`config.mk`:
```
export PLATFORM = sky130hd
export DESIGN_NAME = psram_req_queue
export DESIGN_NICKNAME = d
export VERILOG_FILES = /design/src/rtl/psram_req_queue.sv
export SDC_FILE = /design/constraint.sdc
export NUM_CORES = 1
export LEC_CHECK = 0
export CORE_ASPECT_RATIO = 0.5
export CORE_MARGIN = 1.5
export CORE_UTILIZATION = 59
export CTS_BUF_LIST = sky130_fd_sc_hd__clkbuf_8
export DETAILED_ROUTE_END_ITERATION = 16
export PLACE_DENSITY = 0.84
export SLEW_MARGIN = 20
export SYNTH_ARGS = -nofsm -noshare
export SYNTH_HDL_FRONTEND = slang
export SYNTH_SLANG_ARGS = --single-unit
```
`constraint.sdc`:
```
create_clock -name clk -period 3.57 [get_ports clk]
set_input_delay 0.5355 -clock clk [delete_from_list [all_inputs] [get_ports clk]]
set_output_delay 0.5355 -clock clk [all_outputs]
set_load 0.05 [all_outputs]
```
`src/rtl/psram_req_queue.sv`:
```
// psram_req_queue: request FIFO and single-outstanding command sequencer that
// sits in front of PsramController. Requests are queued, issued one at a time
// as one-cycle mem_read/mem_write pulses, and read data is returned in order.
// Optional feature macro: PSRAM_REQ_TIMEOUT_EN builds a watchdog that forces
// completion of a hung transaction after TIMEOUT cycles and raises err.
module psram_req_queue #(
    parameter int DEPTH   = 4,
    parameter int TIMEOUT = 32
) (
    input  logic        clk,
    input  logic        reset,
    input  logic        req_valid,
    output logic        req_ready,
    input  logic        req_write,
    input  logic        req_byte,
    input  logic [21:0] req_addr,
    input  logic [15:0] req_wdata,
    output logic        rsp_valid,
    output logic [15:0] rsp_rdata,
    output logic [7:0]  rsp_byte,
    output logic        rsp_err,
    output logic        err,
    output logic        mem_read,
    output logic        mem_write,
    output logic        mem_byte_write,
    output logic [21:0] mem_addr,
    output logic [15:0] mem_din,
    input  logic [15:0] mem_dout,
    input  logic        mem_busy
);

    localparam int PW = $clog2(DEPTH);

    // Parameter sanity: the pointers wrap naturally only for a power-of-two depth,
    // and the watchdog needs room for ISSUE and GUARD before it can fire.
    if (DEPTH < 2 || (DEPTH & (DEPTH - 1)) != 0) begin : g_bad_depth
        $error("psram_req_queue: DEPTH must be a power of two and at least 2");
    end
    if (TIMEOUT < 3) begin : g_bad_timeout
        $error("psram_req_queue: TIMEOUT must be at least 3");
    end

    typedef struct packed {
        logic        write;
        logic        bytew;
        logic [21:0] addr;
        logic [15:0] wdata;
    } entry_t;

    typedef enum logic [1:0] {
        ST_IDLE,
        ST_ISSUE,
        ST_GUARD,
        ST_WAIT
    } state_t;

    entry_t         fifo_mem [DEPTH];
    entry_t         head;
    logic [PW-1:0]  wr_ptr;
    logic [PW-1:0]  rd_ptr;
    logic [PW:0]    count;
    logic           push;
    logic           pop;
    logic           timed_out;
    logic           timeout_hit;
    logic           cur_write;
    state_t         state;
    state_t         next_state;

    assign req_ready = (count < (PW + 1)'(DEPTH));
    assign push      = req_valid && req_ready;
    assign head      = fifo_mem[rd_ptr];

    assign mem_read  = (state == ST_ISSUE) && !cur_write;
    assign mem_write = (state == ST_ISSUE) && cur_write;

    // Queue storage: written on push only, so it needs no reset.
    always_ff @(posedge clk) begin
        if (push) begin
            fifo_mem[wr_ptr] <= '{write: req_write, bytew: req_byte,
                                  addr: req_addr, wdata: req_wdata};
        end
    end

    // Queue pointers and occupancy; a pop frees a slot only from the next cycle on.
    always_ff @(posedge clk or posedge reset) begin
        if (reset) begin
            wr_ptr <= '0;
            rd_ptr <= '0;
            count  <= '0;
        end else begin
            if (push) wr_ptr <= wr_ptr + PW'(1);
            if (pop)  rd_ptr <= rd_ptr + PW'(1);
            case ({push, pop})
                2'b10:   count <= count + (PW + 1)'(1);
                2'b01:   count <= count - (PW + 1)'(1);
                default: count <= count;
            endcase
        end
    end

    // Sequencer state register.
    always_ff @(posedge clk or posedge reset) begin
        if (reset) state <= ST_IDLE;
        else       state <= next_state;
    end

    // Sequencer next state: issue only when the controller is idle, skip busy for
    // one cycle after the pulse, then complete normally or by watchdog.
    always_comb begin
        next_state = state;
        pop        = 1'b0;
        timed_out  = 1'b0;
        case (state)
            ST_IDLE: begin
                if (count != '0 && !mem_busy) next_state = ST_ISSUE;
            end
            ST_ISSUE: next_state = ST_GUARD;
            ST_GUARD: next_state = ST_WAIT;
            ST_WAIT: begin
                if (!mem_busy) begin
                    pop        = 1'b1;
                    next_state = ST_IDLE;
                end else if (timeout_hit) begin
                    pop        = 1'b1;
                    timed_out  = 1'b1;
                    next_state = ST_IDLE;
                end
            end
            default: next_state = ST_IDLE;
        endcase
    end

    // Latch the head entry into the controller-facing registers at issue time so
    // they stay stable until completion.
    always_ff @(posedge clk or posedge reset) begin
        if (reset) begin
            mem_addr       <= '0;
            mem_din        <= '0;
            mem_byte_write <= 1'b0;
            cur_write      <= 1'b0;
        end else if (state == ST_IDLE && next_state == ST_ISSUE) begin
            mem_addr       <= head.addr;
            mem_din        <= head.bytew ? {head.wdata[7:0], head.wdata[7:0]} : head.wdata;
            mem_byte_write <= head.bytew;
            cur_write      <= head.write;
        end
    end

    // Read response: one-cycle pulse with the data sampled on the completing edge.
    always_ff @(posedge clk or posedge reset) begin
        if (reset) begin
            rsp_valid <= 1'b0;
            rsp_rdata <= '0;
            rsp_byte  <= '0;
        end else begin
            rsp_valid <= 1'b0;
            if (pop && !cur_write) begin
                rsp_valid <= 1'b1;
                if (timed_out) begin
                    rsp_rdata <= '0;
                    rsp_byte  <= '0;
                end else begin
                    rsp_rdata <= mem_dout;
                    rsp_byte  <= mem_addr[0] ? mem_dout[15:8] : mem_dout[7:0];
                end
            end
        end
    end

`ifdef PSRAM_REQ_TIMEOUT_EN
    localparam int TW = $clog2(TIMEOUT + 1);

    logic [TW-1:0] tmr;

    // Cycles since ISSUE; held at zero while idle and saturating at its maximum.
    always_ff @(posedge clk or posedge reset) begin
        if (reset) begin
            tmr <= '0;
        end else if (state == ST_IDLE) begin
            tmr <= '0;
        end else if (tmr != {TW{1'b1}}) begin
            tmr <= tmr + TW'(1);
        end
    end

    assign timeout_hit = (tmr >= TW'(TIMEOUT - 1));

    // Error flags: rsp_err marks a forced read response, err stays set until reset.
    always_ff @(posedge clk or posedge reset) begin
        if (reset) begin
            rsp_err <= 1'b0;
            err     <= 1'b0;
        end else begin
            rsp_err <= pop && timed_out && !cur_write;
            if (timed_out) err <= 1'b1;
        end
    end
`else
    assign timeout_hit = 1'b0;
    assign rsp_err     = 1'b0;
    assign err         = 1'b0;
`endif

endmodule

```
# Word level (Yosys, flattened, before mapping)
# Memories as Yosys holds them, arrays and structs flattened.
# Index checks and enable logic that the tools add are counted.
dict set report classes {
  n_mux 11
  eq_ne 6
  magnitude_cmp 1
  n_addsub 4
  reduce_logical 11
}
# op count
set op_table {}
lappend op_table {{16-bit two-way mux} 1}
lappend op_table {{8-bit two-way mux} 1}
lappend op_table {{2-bit one-hot mux with 4 select lines} 1}
lappend op_table {{2-bit by 1-bit == test with 1-bit output (second input constant)} 3}
lappend op_table {{2-bit == test (second input constant)} 3}
lappend op_table {{1-bit logical AND} 6}
lappend op_table {{3-bit one-hot mux with 2 select lines} 1}
lappend op_table {{1-bit two-way mux} 5}
lappend op_table {{2-bit by 1-bit adder with 2-bit output (second input constant)} 2}
lappend op_table {{2-bit two-way mux} 2}
lappend op_table {{3-bit by 1-bit adder with 3-bit output (second input constant)} 1}
lappend op_table {{3-bit less-than comparator (second input constant)} 1}
lappend op_table {{3-bit nonzero test} 1}
lappend op_table {{3-bit by 1-bit subtractor with 3-bit output (second input constant)} 1}
lappend op_table {{1-bit zero test} 2}
lappend op_table {{2-bit zero test} 1}
lappend op_table {{2-bit nonzero test} 1}
dict set report totals {
  ram_bits 160
  input_bits 60
  ff_bits 74
  n_memories 1
  output_inout_bits 69
  word_cells 45
}
# memory depth width read_ports rd_ports_with_merged_regs write_ports line
set mem_list {}
lappend mem_list {fifo_mem 4 40 1 0 1 57} ;# entry_t fifo_mem [DEPTH];

# Depth between registers and ports, before layout
dict set report depth {
  word_depth 6
  depth_mapped 9
  depth_no_buf 8
}

# Worst setup path after synthesis
# OpenSTA, ideal clock, no wires.
dict set report synth_timing {
  path_kind {in2reg}
  from {in req_valid}
  to {mem fifo_mem[0][0] (netlist bit), enable pin}
  path_stages 3
  setup_ps 401
  path_slack_ps 1296
  arrival_ps 1873
  path_cell_list {nor2b_1 -> clkbuf_1 -> and2_1}
}
dict set report synth_via {
  elab_chain_len 3
}
# element line
set synth_rtl {}
lappend synth_rtl {{start: declaration} 12} ;# input logic req_valid,
lappend synth_rtl {{1-bit logical AND} 71} ;# assign push = req_valid && req_ready;
lappend synth_rtl {{1-bit two-way mux} 79} ;# if (push) begin
lappend synth_rtl {{1-bit two-way mux (implied by the code)} 80} ;# fifo_mem[wr_ptr] <= '{write: req_write, bytew: req_byte,
lappend synth_rtl {{end: declaration} 57}
# Every way passes these cells.

# Worst setup path in the final report
dict set report layout_timing {
  from {reg mem_addr[0]}
  to {out mem_addr[0]}
}
# element line
set layout_rtl {}
lappend layout_rtl {{start: declaration} 26} ;# output logic [21:0] mem_addr,
lappend layout_rtl {{start signal: assignment} 143} ;# mem_addr <= head.addr;
# No word-level cell between the ends.

==> results.json <==
{
  "status": "finished clean",
  "clock_path_buffers": 3,
  "ioPinCount": 129,
  "grt_pass1_vias": 4726,
  "die_height_um": 90.1,
  "rsz0062_at_grt": "no",
  "dp_slack_ns": 0.974,
  "ctsResizeCount": 0,
  "slowest_delay_ns": 0.91,
  "worstPathMaxFanout": 10,
  "rr_worst_depth": 4,
  "worstSetupStartpoint": "mem_addr[0]",
  "drc": 0,
  "timing.fmax_mhz": 373,
  "worstSetupStartpointType": "register",
  "drv_slew": 0,
  "postCtsSetupBuffers": 0,
  "ant_nets": 0,
  "synth_top_cell_by_area": "edfxtp_1",
  "cp.arrival_ns": 2.15,
  "synth_area_leaders": "edfxtp_1, dfrtp_1, mux4_2, mux2_2, mux2_4",
  "numCtsBuffers": 30,
  "die_x_um": 177,
  "critPathKind": "register to output pin",
  "port_buffers": 126,
  "min_period_ns": 2.68,
  "powerDensity_nw_per_um2": 919,
  "area_growth_pct": 24.7,
  "dp_hpwl_mm": 10.2,
  "dieArea_um2": 16000,
  "setup_viol_count_final": 0,
  "leakage_nw": 4.09,
  "ys_seq_area_share_pct": 74.4,
  "synth-edff-count": 160,
  "required_ns": 3.03,
  "path_delay_family": "buffers and inverters",
  "layout_worst_path_cycle_share_pct": 75.1,
  "maxCapViolCount": 0,
  "final_util_pct": 76.3,
  "h-tree-depth": 1,
  "gp_congestion": 0.748,
  "final_nets": 639,
  "synth_warnings": 0,
  "grt_use_total_pct": 21.7,
  "hold_buffers": 0,
  "crit_chain": "clkdlybuf4s50_1",
  "ys_types": 31,
  "start_util_pct": 61.2,
  "clk-insertion-delay-late_ns": 0.56,
  "drt-initial-drc-count": 246,
  "rows": 31,
  "cts_root_buf": "clkbuf_8",
  "synth-async-reset-ratio_pct": 31.6,
  "yosys_register_bits": 234,
  "instances_no_fill": 795,
  "drive_gt1_share_pct": 27.3,
  "first_pass_iters": 4,
  "slew_headroom_pct": 55.0,
  "setup_slack_ns": 0.888,
  "core_area_um2": 14600,
  "avgSynthCellArea_um2": 21.0,
  "placed_cells": 739,
  "worstHoldPathType": "input port to asynchronous set/reset pin",
  "clk_pin_slew_ns": 0.08,
  "r2r_slack_ns": 1.29,
  "peakVddDrop_mv": 0.520,
  "rr_startpoint": "rd_ptr[0]",
  "via_per_inst": 5.56,
  "syn_area_um2": 8950,
  "fin_worst_skew_ns": 0.0157,
  "cts_tree": "done",
  "route.vias.total": 4424,
  "tns_ns": 0,
  "grt_max_degree": 53,
  "syn_inst": 426,
  "hold_violations": 0,
  "antenna_found_initial": 0,
  "routed_wl_mm": 16.2,
  "cp_slowest_cell": "clkdlybuf4s50_1",
  "critPathBufInv": 1,
  "end_kind": "output pin",
  "worst_r2r_endpoint": "mem_din[15]",
  "gr-total-overflow": 0,
  "grt_pass1_wl_mm": 26.1,
  "synth.top_cell.area_share_pct": 53.7,
  "worstMarginPinSlew_ns": 0.675,
  "cts_num_sinks": 234,
  "synth_ff_type": "edfxtp_1",
  "antennaDiodeCount": 0,
  "avgRoutedWirePerCell_um": 20.4
}
[through the flow]
| step | area (µm²) | power [mW] | hold WS [ns] |
|---|---|---|---|
| 2_1_floorplan | 8950 | 6.95 | 0.469 |
| 3_3_place_gp | 10500 | 8.14 | 0.490 |
| 3_5_place_dp | 10500 | 8.26 | 0.495 |
| 4_1_cts | 11200 | 10.3 | 0.504 |
| 5_1_grt | 11200 | 10.7 | 0.508 |
| 6_report | 11200 | 10.3 | 0.437 |
[Yosys cell counts (4+ instances only)]
cell,instances
mux4_2,32
a21oi_1,8
dfrtp_1,74
inv_1,8
mux4_1,8
nor2_1,11
edfxtp_1,160
mux2_4,16
xnor2_1,4
mux2i_1,9
buf_6,4
mux2_2,48
clkbuf_1,5
buf_2,9
ha_1,5
and2_1,4
[cell families after synthesis]
kind of cell	count (synthesis)	synth area share, %
DFF	234	74.4
muxes	113	20.1
buffers and inverters	31	1.85
and+or+nand+nor	25	1.48
AOI/OAI and AO/OA	10	0.587
adders and majority gates	6	0.923
xor gates and xnor gates	6	0.587
other	1	0.0419
[power by group]
part | total [mW] | switching [mW] | leakage, nW | internal [mW]
registers | 4.02 | 0.413 | 2.33 | 3.61
clock network | 2.08 | 0.953 | 0.369 | 1.13
logic | 4.15 | 2.35 | 1.39 | 1.79
[layout make-up]
cell class | count | area [µm²]
sequential | 234 | 6660
fill | 789 | 3470
multi-input combinational | 162 | 2160
timing repair buffer | 137 | 1390
clock buffer | 39 | 537
tap | 198 | 248
clock inverter | 17 | 128
inverter | 8 | 32.5
[worst reg2reg max path, stage by stage, from the launching register on]
cell and delay, ns:
dfrtp_2 0.70, buf_12 0.32, mux4_1 0.62, mux2_4 0.28
mux2_4 0.25
[state kept, by name, summed over array words and instances, names as in the netlist]
signal / count
count: 3
cur_write: 1
fifo_mem: 160
mem_addr: 22
mem_byte_write: 1
mem_din: 16
rd_ptr: 2
rsp_byte: 8
rsp_rdata: 16
rsp_valid: 1
state: 2
wr_ptr: 2
[worst max-delay path by stage]
stage	slack, ns	to	cells past startpoint
2_1_floorplan	1.15	count[0]	1
3_3_place_gp	1.01	fifo_mem[1][26]	4
3_5_place_dp	0.97	fifo_mem[1][28]	4
4_1_cts	0.84	mem_addr[0]	1
5_1_grt	0.80	mem_addr[0]	1
6_report	0.89	mem_addr[0]	1
[cells in the final DEF (no fill, tap or decap), types with 3 or more instances in the layout]
master           count
buf_12               4
mux2i_1              9
edfxtp_1           160
clkdlybuf4s50_1    126
buf_4                7
mux4_1               8
nor2_1              11
mux4_2              32
mux2_4              16
clkinv_1             3
and2_2               4
clkinv_2             5
clkbuf_8            39
ha_1                 5
mux2_2              48
xnor2_1              4
a21oi_1              8
dfrtp_1             72
inv_1               13
[per-layer routing]
layer	vias up	part of all wire [%]	global-route usage [%]
li1	1959	-	-
met3	31	5.4	4.23
met5	-	0	0
met4	0	2.0	6.78
met2	147	50	35.0
met1	2287	43	30.3
Power figures use the tool's default switching activity.
